## config.mk

```make
export PLATFORM = sky130hd
export DESIGN_NAME = encoder_83
export DESIGN_NICKNAME = d
export VERILOG_FILES = /design/src/rtl/decoder_pkg.sv /design/src/rtl/key_debounce.sv /design/src/rtl/encoder_83.sv
export SDC_FILE = /design/constraint.sdc
export NUM_CORES = 1
export LEC_CHECK = 0
export CAP_MARGIN = 20
export CORE_ASPECT_RATIO = 1.5
export CORE_MARGIN = 2
export CORE_UTILIZATION = 40
export DETAILED_ROUTE_END_ITERATION = 6
export GPL_TIMING_DRIVEN = 0
export PLACE_DENSITY_LB_ADDON = 0.15
export SLEW_MARGIN = 20
export SYNTH_ARGS = -nofsm -noshare
export SYNTH_HDL_FRONTEND = slang
export SYNTH_SLANG_ARGS = --single-unit
```

## constraint.sdc

```tcl
create_clock -name clk -period 3.2 [get_ports clk]
set_input_delay 0.64 -clock clk [delete_from_list [all_inputs] [get_ports clk]]
set_output_delay 0.64 -clock clk [all_outputs]
set_load 0.005 [all_outputs]
```

## src/rtl/decoder_pkg.sv

```systemverilog
`default_nettype none
// ============================================================================
//  Module      : decoder_pkg
//  Description : Shared enable code, encoder state type and priority helper
//                for the key encoder / LED decoder pair.
//  Revision    : 1.0  initial release
// ============================================================================
package decoder_pkg;

    localparam logic [2:0] ENABLE_ACTIVE = 3'b100;

    typedef enum logic [0:0] {
        IDLE    = 1'b0,
        PRESSED = 1'b1
    } enc_state_t;

    // Index of the highest low bit; returns 0 when no bit is low.
    function automatic logic [2:0] highest_low(input logic [7:0] v);
        logic [2:0] idx;
        idx = '0;
        for (int i = 0; i < 8; i++) begin
            if (!v[i]) idx = 3'(i);
        end
        return idx;
    endfunction

endpackage
`default_nettype wire

```

## src/rtl/key_debounce.sv

```systemverilog
`default_nettype none
// ============================================================================
//  Module      : key_debounce
//  Description : Two-flop synchroniser plus whole-vector debouncer; the output
//                only follows a key vector that held still for DB_CYCLES.
//  Revision    : 1.0  initial release
// ============================================================================
module key_debounce
    import decoder_pkg::*;
#(
    parameter int W         = 8,
    parameter int DB_CYCLES = 50000,
    parameter int CNT_W     = 16
) (
    input  logic         clk,
    input  logic         rst,
    input  logic [W-1:0] raw_n,
    output logic [W-1:0] stable_n
);

    localparam logic [CNT_W-1:0] C_CNT_LAST = CNT_W'(DB_CYCLES - 1);

    logic [W-1:0]     r_sync1;
    logic [W-1:0]     r_sync2;
    logic [W-1:0]     r_cand;
    logic [W-1:0]     r_stable;
    logic [CNT_W-1:0] r_cnt;

    always_ff @(posedge clk) begin
        if (rst) begin
            r_sync1  <= '1;
            r_sync2  <= '1;
            r_cand   <= '1;
            r_stable <= '1;
            r_cnt    <= '0;
        end else begin
            r_sync1 <= raw_n;
            r_sync2 <= r_sync1;
            // Any change restarts the count; the counter parks once it expires.
            if (r_sync2 != r_cand) begin
                r_cand <= r_sync2;
                r_cnt  <= '0;
            end else if (r_cnt == C_CNT_LAST) begin
                r_stable <= r_cand;
            end else begin
                r_cnt <= r_cnt + CNT_W'(1);
            end
        end
    end

    assign stable_n = r_stable;

endmodule
`default_nettype wire

```

## src/rtl/encoder_83.sv

```systemverilog
`default_nettype none
// ============================================================================
//  Module      : encoder_83
//  Description : Debounced 8-to-3 priority encoder for active-low keys with
//                valid flag and one-cycle key_event strobe.
//  Revision    : 1.0  initial release
// ============================================================================
module encoder_83
    import decoder_pkg::*;
#(
    parameter int DB_CYCLES = 50000,
    parameter int CNT_W     = 16
) (
    input  logic       clk,
    input  logic       rst,
    input  logic [2:0] enable,
    input  logic [7:0] key_n,
    output logic [2:0] code,
    output logic       valid,
    output logic       key_event
);

    logic [7:0] w_stable_n;
    logic       w_none;
    logic [2:0] w_pri;
    logic       w_enabled;

    enc_state_t r_state;
    enc_state_t w_state_nxt;
    logic [2:0] r_code;
    logic       r_valid;
    logic       r_key_event;
    logic [2:0] w_code_nxt;
    logic       w_valid_nxt;
    logic       w_event_nxt;

    key_debounce #(
        .W         (8),
        .DB_CYCLES (DB_CYCLES),
        .CNT_W     (CNT_W)
    ) u_debounce (
        .clk      (clk),
        .rst      (rst),
        .raw_n    (key_n),
        .stable_n (w_stable_n)
    );

    assign w_none    = (w_stable_n == 8'hFF);
    assign w_pri     = highest_low(w_stable_n);
    assign w_enabled = (enable == ENABLE_ACTIVE);

    always_ff @(posedge clk) begin
        if (rst) begin
            r_state     <= IDLE;
            r_code      <= '0;
            r_valid     <= 1'b0;
            r_key_event <= 1'b0;
        end else begin
            r_state     <= w_state_nxt;
            r_code      <= w_code_nxt;
            r_valid     <= w_valid_nxt;
            r_key_event <= w_event_nxt;
        end
    end

    always_comb begin
        w_state_nxt = r_state;
        if (!w_enabled) begin
            w_state_nxt = IDLE;
        end else begin
            case (r_state)
                IDLE:    if (!w_none) w_state_nxt = PRESSED;
                PRESSED: if (w_none)  w_state_nxt = IDLE;
                default: w_state_nxt = IDLE;
            endcase
        end
    end

    // Release is silent; only a new or changed priority raises key_event.
    always_comb begin
        w_code_nxt  = r_code;
        w_valid_nxt = r_valid;
        w_event_nxt = 1'b0;
        if (!w_enabled) begin
            w_code_nxt  = '0;
            w_valid_nxt = 1'b0;
        end else begin
            case (r_state)
                IDLE: begin
                    if (!w_none) begin
                        w_code_nxt  = w_pri;
                        w_valid_nxt = 1'b1;
                        w_event_nxt = 1'b1;
                    end
                end
                PRESSED: begin
                    if (w_none) begin
                        w_code_nxt  = '0;
                        w_valid_nxt = 1'b0;
                    end else if (w_pri != r_code) begin
                        w_code_nxt  = w_pri;
                        w_event_nxt = 1'b1;
                    end
                end
                default: begin
                    w_code_nxt  = '0;
                    w_valid_nxt = 1'b0;
                end
            endcase
        end
    end

    assign code      = r_code;
    assign valid     = r_valid;
    assign key_event = r_key_event;

endmodule
`default_nettype wire

```

==> impl_metrics.xml, run 1 <==
<?xml version="1.0" encoding="UTF-8"?>
<metrics>
  <group name="clocking">
    <metric name="clock-sinks" unit="">54</metric>
    <metric name="htreeDepth" unit="">2</metric>
    <metric name="clkTransAtPathRegs" unit="ns">0.10</metric>
    <metric name="cts_tree" unit="">yes</metric>
    <metric name="clock_latency" unit="ns">0.30</metric>
    <metric name="clock-root-buffer" unit="">clkbuf_8</metric>
    <metric name="holdBufCountCts" unit="">0</metric>
    <metric name="cts_buffers" unit="">5</metric>
    <metric name="number_of_buffers_inserted_by_post_cts_setup_repair" unit="">0</metric>
    <metric name="cts_resized" unit="">0</metric>
    <metric name="clk_path_buf_depth" unit="">2</metric>
  </group>
  <group name="worst_setup_path">
    <metric name="cp_slowest_cell" unit="">or4b_1</metric>
    <metric name="r2r_cells" unit="">5</metric>
    <metric name="critPathArrivalTime" unit="ns">2.57</metric>
    <metric name="crit_fanout" unit="">8</metric>
    <metric name="worst_setup_path_end_kind" unit="">flop</metric>
    <metric name="timing.reg2reg.setup_slack" unit="ns">0.87</metric>
    <metric name="critical_path_class" unit="">reg2reg</metric>
    <metric name="critical_path.cell_chain" unit="">or4b_1 -&gt; or4_1 -&gt; buf_2 -&gt; nor3_4 -&gt; mux2i_1</metric>
    <metric name="crit-reg2reg-launch" unit="">u_debounce.r_cnt[4]$_SDFFE_PP0P_</metric>
    <metric name="critical_path.startpoint_type" unit="">flop</metric>
    <metric name="required_time_reported_for_the_critical_path_endpoint" unit="ns">3.44</metric>
    <metric name="max_stage_delay" unit="ns">0.54</metric>
    <metric name="timing.rr.end" unit="">u_debounce.stable_n[0]$_SDFFE_PP1P_</metric>
  </group>
  <group name="timing">
    <metric name="fmaxAchievable" unit="GHz">0.4286</metric>
    <metric name="timing.final.crit_share" unit="%">72.91</metric>
    <metric name="hold_ws" unit="ns">0.4158</metric>
    <metric name="worst_slew_pin_slew" unit="ns">0.6357</metric>
    <metric name="slew_limit_headroom" unit="%">57.23</metric>
    <metric name="final-hold-violation-count" unit="">0</metric>
    <metric name="fin_tns_setup" unit="ns">0</metric>
    <metric name="setup-violations-final" unit="">0</metric>
    <metric name="finalClockSkew" unit="ns">0.004806</metric>
    <metric name="drv_slew" unit="">0</metric>
    <metric name="layout_min_cycle_time" unit="ns">2.333</metric>
    <metric name="rsz0062_at_grt" unit="">false</metric>
  </group>
  <group name="flow_run">
    <metric name="max-cap-violations" unit="">0</metric>
  </group>
  <group name="global_routing">
    <metric name="grt_overflow" unit="">0</metric>
    <metric name="global_route_wire_length_before_repair" unit="um">5982</metric>
    <metric name="grt.total_usage" unit="%">12.71</metric>
    <metric name="grt_start_max_net_pins" unit="">19</metric>
    <metric name="grt_pass1_vias" unit="">1445</metric>
    <metric name="number_of_antenna_violations_at_the_first_check_in_global_routing" unit="">0</metric>
  </group>
  <group name="hold_path">
    <metric name="hold_path_end" unit="">u_debounce.r_sync2[5]$_SDFF_PP1_</metric>
    <metric name="holdPathStages" unit="">1</metric>
    <metric name="hp-class" unit="">reg2reg</metric>
    <metric name="hold_start" unit="">u_debounce.r_sync1[5]$_SDFF_PP1_</metric>
  </group>
  <group name="power_and_ir_drop">
    <metric name="leakage" unit="nW">0.8435</metric>
    <metric name="max-vdd-ir-drop" unit="uV">326.5</metric>
    <metric name="power.density" unit="nW/um^2">457.7</metric>
  </group>
  <group name="detailed_routing">
    <metric name="drc" unit="">0</metric>
    <metric name="dr.first_iter.drc_count" unit="">22</metric>
    <metric name="detail_route.vias_per_cell" unit="">4.748</metric>
    <metric name="antenna_violating_nets_post_route" unit="">0</metric>
    <metric name="detailed_routing_iteration_count_for_the_pre_antenna_repair_pass" unit="">4</metric>
    <metric name="via_count" unit="">1486</metric>
    <metric name="finalWirelength" unit="um">3175</metric>
    <metric name="wl_per_cell" unit="um">10.14</metric>
  </group>
  <group name="logic_synthesis">
    <metric name="synth.yosys.warnings" unit="">0</metric>
    <metric name="yosysMostFrequentCell" unit="">dfxtp_1</metric>
    <metric name="async_set_reset_flop_share_out_of_synthesis" unit="%">0</metric>
    <metric name="synth-seq-area-share" unit="%">51.40</metric>
    <metric name="syn_area" unit="sq um">2103</metric>
    <metric name="synth_cell_type_count" unit="">32</metric>
    <metric name="yosys.area.top_type" unit="">dfxtp_1</metric>
    <metric name="netlist_instances" unit="">220</metric>
    <metric name="synth_enable_flop_cells" unit="">0</metric>
    <metric name="ys_seq_elements" unit="">54</metric>
    <metric name="synth.top_cells.by_area" unit="">dfxtp_1, xnor2_1, or2_2</metric>
    <metric name="syn-mean-instance-area" unit="sq um">9.560</metric>
    <metric name="postSynth.topFlopCell" unit="">dfxtp_1</metric>
    <metric name="synth.top_cell.area_share" unit="%">51.40</metric>
    <metric name="post_synth_most_frequent_cells" unit="">dfxtp_1, nor2_1, or2_2, xnor2_1, mux2i_1</metric>
    <metric name="syn-num-nets" unit="">235</metric>
  </group>
  <group name="floorplanning">
    <metric name="die_h" unit="um">92.81</metric>
    <metric name="top_level_ports" unit="">18</metric>
    <metric name="dieArea" unit="sq um">5866</metric>
    <metric name="fp.coreArea" unit="sq um">5125</metric>
    <metric name="initial_utilization" unit="%">41.04</metric>
    <metric name="die_width" unit="um">63.21</metric>
    <metric name="rows" unit="">32</metric>
  </group>
  <group name="final_layout">
    <metric name="synthToLayoutAreaGrowth" unit="%">16.54</metric>
    <metric name="post_route_cells_drive_above_1_share" unit="%">15.10</metric>
    <metric name="fin_nets" unit="">259</metric>
    <metric name="core_occupancy_in_the_finished_layout" unit="%">47.83</metric>
    <metric name="insertedDiodeCount" unit="">0</metric>
  </group>
  <group name="placed_design">
    <metric name="post-dp-hpwl" unit="um">2371</metric>
    <metric name="port_buffers" unit="">17</metric>
    <metric name="gp_congestion" unit="">0.7348</metric>
  </group>
  <group name="status">
    <metric name="run_status" unit="">finished clean</metric>
  </group>
</metrics>
metrics by stage:
step | power (mW) | std cells | instance area, sq um | setup WS, ns
after floorplan | 0.7384 | 220 | 2103 | 1.053
after global placement | 0.7608 | 305 | 2359 | 0.7678
after CTS | 1.146 | 313 | 2451 | 0.8536
after global routing | 1.184 | 313 | 2451 | 0.7135
after detailed placement | 0.7613 | 305 | 2359 | 0.7542
final | 1.122 | 313 | 2451 | 0.8669
kinds of logic (layout without fill, tap and decap cells):
family,after synthesis,count (layout),share of synthesized area [%]
AOI/OAI and AO/OA,13,13,3.926
xor gates and xnor gates,22,22,9.161
adders and majority gates,2,2,1.190
buffers and inverters,14,39,2.558
DFF,54,54,51.40
muxes,10,10,4.759
and+or+nand+nor,105,105,27.01
worst max-delay path, delay by kind of cell, from the launching register on:
family | cells | cell delay [ns]
and+or+nand+nor | 3 | 1.50
buffers and inverters | 1 | 0.18
DFF | 1 | 0.36
muxes | 1 | 0.23
flip-flops by register name, summed over array words and instances (netlist names):
name                 count
u_debounce.r_cnt        16
u_debounce.r_cand        8
u_debounce.r_sync1       8
u_debounce.r_sync2       8
u_debounce.stable_n      8
code                     3
key_event                1
r_state                  1
valid                    1
worst max-delay path by stage:
stage,from,endpoint,slack (ns),cells past startpoint
floorplan,u_debounce.r_cnt[4]$_SDFFE_PP0P_,u_debounce.stable_n[0]$_SDFFE_PP1P_,1.05,5
global placement,rst,key_event$_SDFF_PP0_,0.77,4
detailed placement,rst,key_event$_SDFF_PP0_,0.75,4
CTS,u_debounce.r_cnt[4]$_SDFFE_PP0P_,u_debounce.stable_n[0]$_SDFFE_PP1P_,0.85,5
global route,u_debounce.r_cnt[0]$_SDFFE_PP0P_,u_debounce.stable_n[3]$_SDFFE_PP1P_,0.71,6
finish,u_debounce.r_cnt[4]$_SDFFE_PP0P_,u_debounce.stable_n[0]$_SDFFE_PP1P_,0.87,5
cell type report:
type | instances | area, sq um
fillers | 550 | 2674
well taps | 68 | 85.08
multi-input cells | 152 | 968.4
repair buffers | 17 | 170.2
flip-flops and latches | 54 | 1081
clock buffers | 5 | 68.82
plain buffers | 7 | 27.53
inverters | 7 | 26.28
clock inverters | 3 | 23.77
layout by cell type (no fill, tap or decap), drive strengths merged, types with 2 or more instances in the layout:
cell and count:
dfxtp 54, nor2 33, or2 26, xnor2 19
clkdlybuf4s50 17, clkbuf 11, mux2i 10, nor3 10
nand2 8, inv 8, nand3 7, nand4 6
o21ai 4, nor4 4, a21oi 3, xor2 3
nand2b 2, a211oi 2, nand4bb 2, ha 2
clkinvlp 2, or4b 2
routing by layer:
| layer | GRT usage (%) | up-vias | share of wire [%] |
|---|---|---|---|
| li1 | - | 783 | - |
| met1 | 14.10 | 675 | 46 |
| met2 | 22.61 | 22 | 48 |
| met3 | 3.402 | 6 | 3.6 |
| met4 | 5.435 | 0 | 2.0 |
| met5 | 0 | - | 0 |
where the power goes:
group          total [mW]  internal [mW]  switching, mW
clock network       0.378          0.157          0.221
registers           0.691          0.685        0.00605
logic              0.0532         0.0303         0.0229
total                1.12          0.872          0.250
Note: power is estimated with default switching activity, not from simulation.
==> run 2: changes to the inputs <==
==> constraint.sdc (replaced) <==
create_clock -name clk -period 2.4 [get_ports clk]
set_input_delay 0.48 -clock clk [delete_from_list [all_inputs] [get_ports clk]]
set_output_delay 0.48 -clock clk [all_outputs]
set_load 0.005 [all_outputs]
==> run 2 against run 1 <==
  * Clock skew increased by 0.00094 ns
  * Cell count is 0.32% higher
  * Routed wire length did not move
  * Combinational power grew 33%
  * Largest power group unchanged
  * Clock power rose by 34%
  * Highest routed layer unchanged
==> impl_metrics.xml, run 2 (synthesis gave the netlist of run 1 again) <==
<?xml version="1.0" encoding="UTF-8"?>
<metrics>
  <group name="clocking">
    <metric name="clock_latency" unit="ns">0.30</metric>
    <metric name="clock-sinks" unit="">54</metric>
    <metric name="cts_resized" unit="">0</metric>
    <metric name="cts_buffers" unit="">5</metric>
    <metric name="clock-root-buffer" unit="">clkbuf_8</metric>
    <metric name="htreeDepth" unit="">2</metric>
    <metric name="clk_path_buf_depth" unit="">2</metric>
    <metric name="clkTransAtPathRegs" unit="ns">0.10</metric>
    <metric name="cts_tree" unit="">yes</metric>
  </group>
  <group name="timing">
    <metric name="timing.final.crit_share" unit="%">89.27</metric>
    <metric name="layout_min_cycle_time" unit="ns">2.143</metric>
    <metric name="fmaxAchievable" unit="GHz">0.4667</metric>
    <metric name="rsz0062_at_grt" unit="">false</metric>
    <metric name="hold_ws" unit="ns">0.4158</metric>
    <metric name="finalClockSkew" unit="ns">0.005750</metric>
    <metric name="final.setup.worst_slack" unit="ns">0.2574</metric>
    <metric name="slew_limit_headroom" unit="%">57.23</metric>
    <metric name="fin_tns_setup" unit="ns">0</metric>
    <metric name="setup-violations-final" unit="">0</metric>
    <metric name="drv_slew" unit="">0</metric>
    <metric name="final-hold-violation-count" unit="">0</metric>
    <metric name="worst_slew_pin_slew" unit="ns">0.6357</metric>
  </group>
  <group name="final_layout">
    <metric name="post_route_cells_drive_above_1_share" unit="%">15.45</metric>
    <metric name="layout_commonest_cell" unit="">dfxtp_1</metric>
    <metric name="top_register" unit="">u_debounce.r_cnt</metric>
    <metric name="insertedDiodeCount" unit="">0</metric>
    <metric name="most_frequent_cells_in_the_layout" unit="">dfxtp_1, nor2_1, or2_2</metric>
    <metric name="non_filler_instance_count_after_layout" unit="">314</metric>
    <metric name="core_occupancy_in_the_finished_layout" unit="%">48.22</metric>
    <metric name="synthToLayoutAreaGrowth" unit="%">17.49</metric>
    <metric name="fin_nets" unit="">260</metric>
    <metric name="filler_cell_count" unit="">548</metric>
    <metric name="postLayoutCellArea" unit="sq um">2471</metric>
    <metric name="largest_reg_flops" unit="">16</metric>
  </group>
  <group name="detailed_routing">
    <metric name="drc" unit="">0</metric>
    <metric name="antenna_violating_nets_post_route" unit="">0</metric>
    <metric name="detailed_routing_iteration_count_for_the_pre_antenna_repair_pass" unit="">4</metric>
    <metric name="detail_route.vias_per_cell" unit="">4.723</metric>
    <metric name="via_count" unit="">1483</metric>
    <metric name="wl_per_cell" unit="um">10.11</metric>
    <metric name="finalWirelength" unit="um">3175</metric>
    <metric name="dr.first_iter.drc_count" unit="">17</metric>
  </group>
  <group name="worst_setup_path">
    <metric name="r2r_cells" unit="">6</metric>
    <metric name="critical_path_class" unit="">reg2reg</metric>
    <metric name="timing.rr.end" unit="">u_debounce.stable_n[0]$_SDFFE_PP1P_</metric>
    <metric name="crit-reg2reg-launch" unit="">u_debounce.r_cnt[4]$_SDFFE_PP0P_</metric>
    <metric name="required_time_reported_for_the_critical_path_endpoint" unit="ns">2.64</metric>
    <metric name="critical_path.startpoint_type" unit="">flop</metric>
    <metric name="cp_slowest_cell" unit="">or4b_1</metric>
    <metric name="worst_setup_path_end_kind" unit="">flop</metric>
    <metric name="cpLargestDelayFamily" unit="">simple AND/OR/NAND/NOR gates</metric>
    <metric name="timing.reg2reg.setup_slack" unit="ns">0.26</metric>
    <metric name="crit_fanout" unit="">8</metric>
    <metric name="critical_path.cell_chain" unit="">or4b_1 -&gt; or4_1 -&gt; buf_2 -&gt; nor3_4 -&gt; buf_12 -&gt; mux2i_1</metric>
    <metric name="critPathBufInv" unit="">2</metric>
    <metric name="critPathArrivalTime" unit="ns">2.38</metric>
    <metric name="max_stage_delay" unit="ns">0.54</metric>
  </group>
  <group name="power_and_ir_drop">
    <metric name="power.density" unit="nW/um^2">605.7</metric>
    <metric name="report.power.total" unit="mW">1.497</metric>
    <metric name="leakage" unit="nW">0.8516</metric>
    <metric name="max-vdd-ir-drop" unit="uV">436.1</metric>
  </group>
  <group name="hold_path">
    <metric name="hold_path_end" unit="">u_debounce.r_sync2[5]$_SDFF_PP1_</metric>
    <metric name="hold_start" unit="">u_debounce.r_sync1[5]$_SDFF_PP1_</metric>
    <metric name="hp-class" unit="">reg2reg</metric>
    <metric name="holdPathStages" unit="">1</metric>
  </group>
  <group name="global_routing">
    <metric name="number_of_antenna_violations_at_the_first_check_in_global_routing" unit="">0</metric>
    <metric name="grt.total_usage" unit="%">12.71</metric>
    <metric name="grt_start_max_net_pins" unit="">19</metric>
    <metric name="global_route_wire_length_before_repair" unit="um">5982</metric>
    <metric name="grt_overflow" unit="">0</metric>
    <metric name="grt_pass1_vias" unit="">1445</metric>
  </group>
  <group name="floorplanning">
    <metric name="die_h" unit="um">92.81</metric>
    <metric name="die_width" unit="um">63.21</metric>
    <metric name="top_level_ports" unit="">18</metric>
    <metric name="dieArea" unit="sq um">5866</metric>
    <metric name="rows" unit="">32</metric>
    <metric name="initial_utilization" unit="%">41.04</metric>
    <metric name="fp.coreArea" unit="sq um">5125</metric>
  </group>
  <group name="placed_design">
    <metric name="gp_congestion" unit="">0.7348</metric>
    <metric name="worst_setup_slack_post_dpl" unit="ns">0.07530</metric>
    <metric name="port_buffers" unit="">17</metric>
    <metric name="place.detailed.instances" unit="">305</metric>
    <metric name="post-dp-hpwl" unit="um">2371</metric>
    <metric name="cell_area_reported_after_detailed_placement" unit="sq um">2359</metric>
  </group>
  <group name="status">
    <metric name="run_status" unit="">finished clean</metric>
  </group>
  <group name="flow_run">
    <metric name="max-cap-violations" unit="">0</metric>
  </group>
</metrics>
run 2: report_power, final:
group	internal, mW	switching [mW]
Sequential	0.913	0.00806
Combinational	0.0403	0.0303
Clock	0.209	0.296
run 2: cell type report:
class	instances	area, sq um	share of cell area (%)
flip-flops and latches	54	1081	43.75
multi-input cells	152	968.4	39.19
repair buffers	18	190.2	7.696
well taps	68	85.08	3.443
clock buffers	5	68.82	2.785
plain buffers	7	27.53	1.114
inverters	7	26.28	1.063
clock inverters	3	23.77	0.9620
run 2: worst reg2reg max path: stages (launching register included):
cell	delay (ns)
dfxtp_1	0.36
or4b_1	0.54
or4_1	0.48
buf_2	0.17
nor3_4	0.19
buf_12	0.16
mux2i_1	0.17
run 2: what timing repair did:
action	CTS	global route
setup buffers	0	1
setup endpoints to repair	0	8
endpoints found under the hold margin	0	0
hold buffers	0	0
run 2: worst max path at each step:
stage	from	to	slack (ns)	cells after the start
6_report	u_debounce.r_cnt[4]$_SDFFE_PP0P_	u_debounce.stable_n[0]$_SDFFE_PP1P_	0.26	6
4_1_cts	u_debounce.r_cnt[4]$_SDFFE_PP0P_	u_debounce.stable_n[0]$_SDFFE_PP1P_	0.05	5
3_5_place_dp	u_debounce.r_cnt[4]$_SDFFE_PP0P_	u_debounce.stable_n[0]$_SDFFE_PP1P_	0.08	5
3_3_place_gp	u_debounce.r_cnt[4]$_SDFFE_PP0P_	u_debounce.stable_n[2]$_SDFFE_PP1P_	0.09	5
2_1_floorplan	u_debounce.r_cnt[4]$_SDFFE_PP0P_	u_debounce.stable_n[0]$_SDFFE_PP1P_	0.25	5
5_1_grt	u_debounce.r_cnt[0]$_SDFFE_PP0P_	u_debounce.stable_n[3]$_SDFFE_PP1P_	0.15	7
run 2: routing by layer:
metal	share of wire (%)	track usage [%]
met5	0	0
met4	2.0	5.435
met3	3.6	3.402
met2	48	22.61
met1	46	14.10
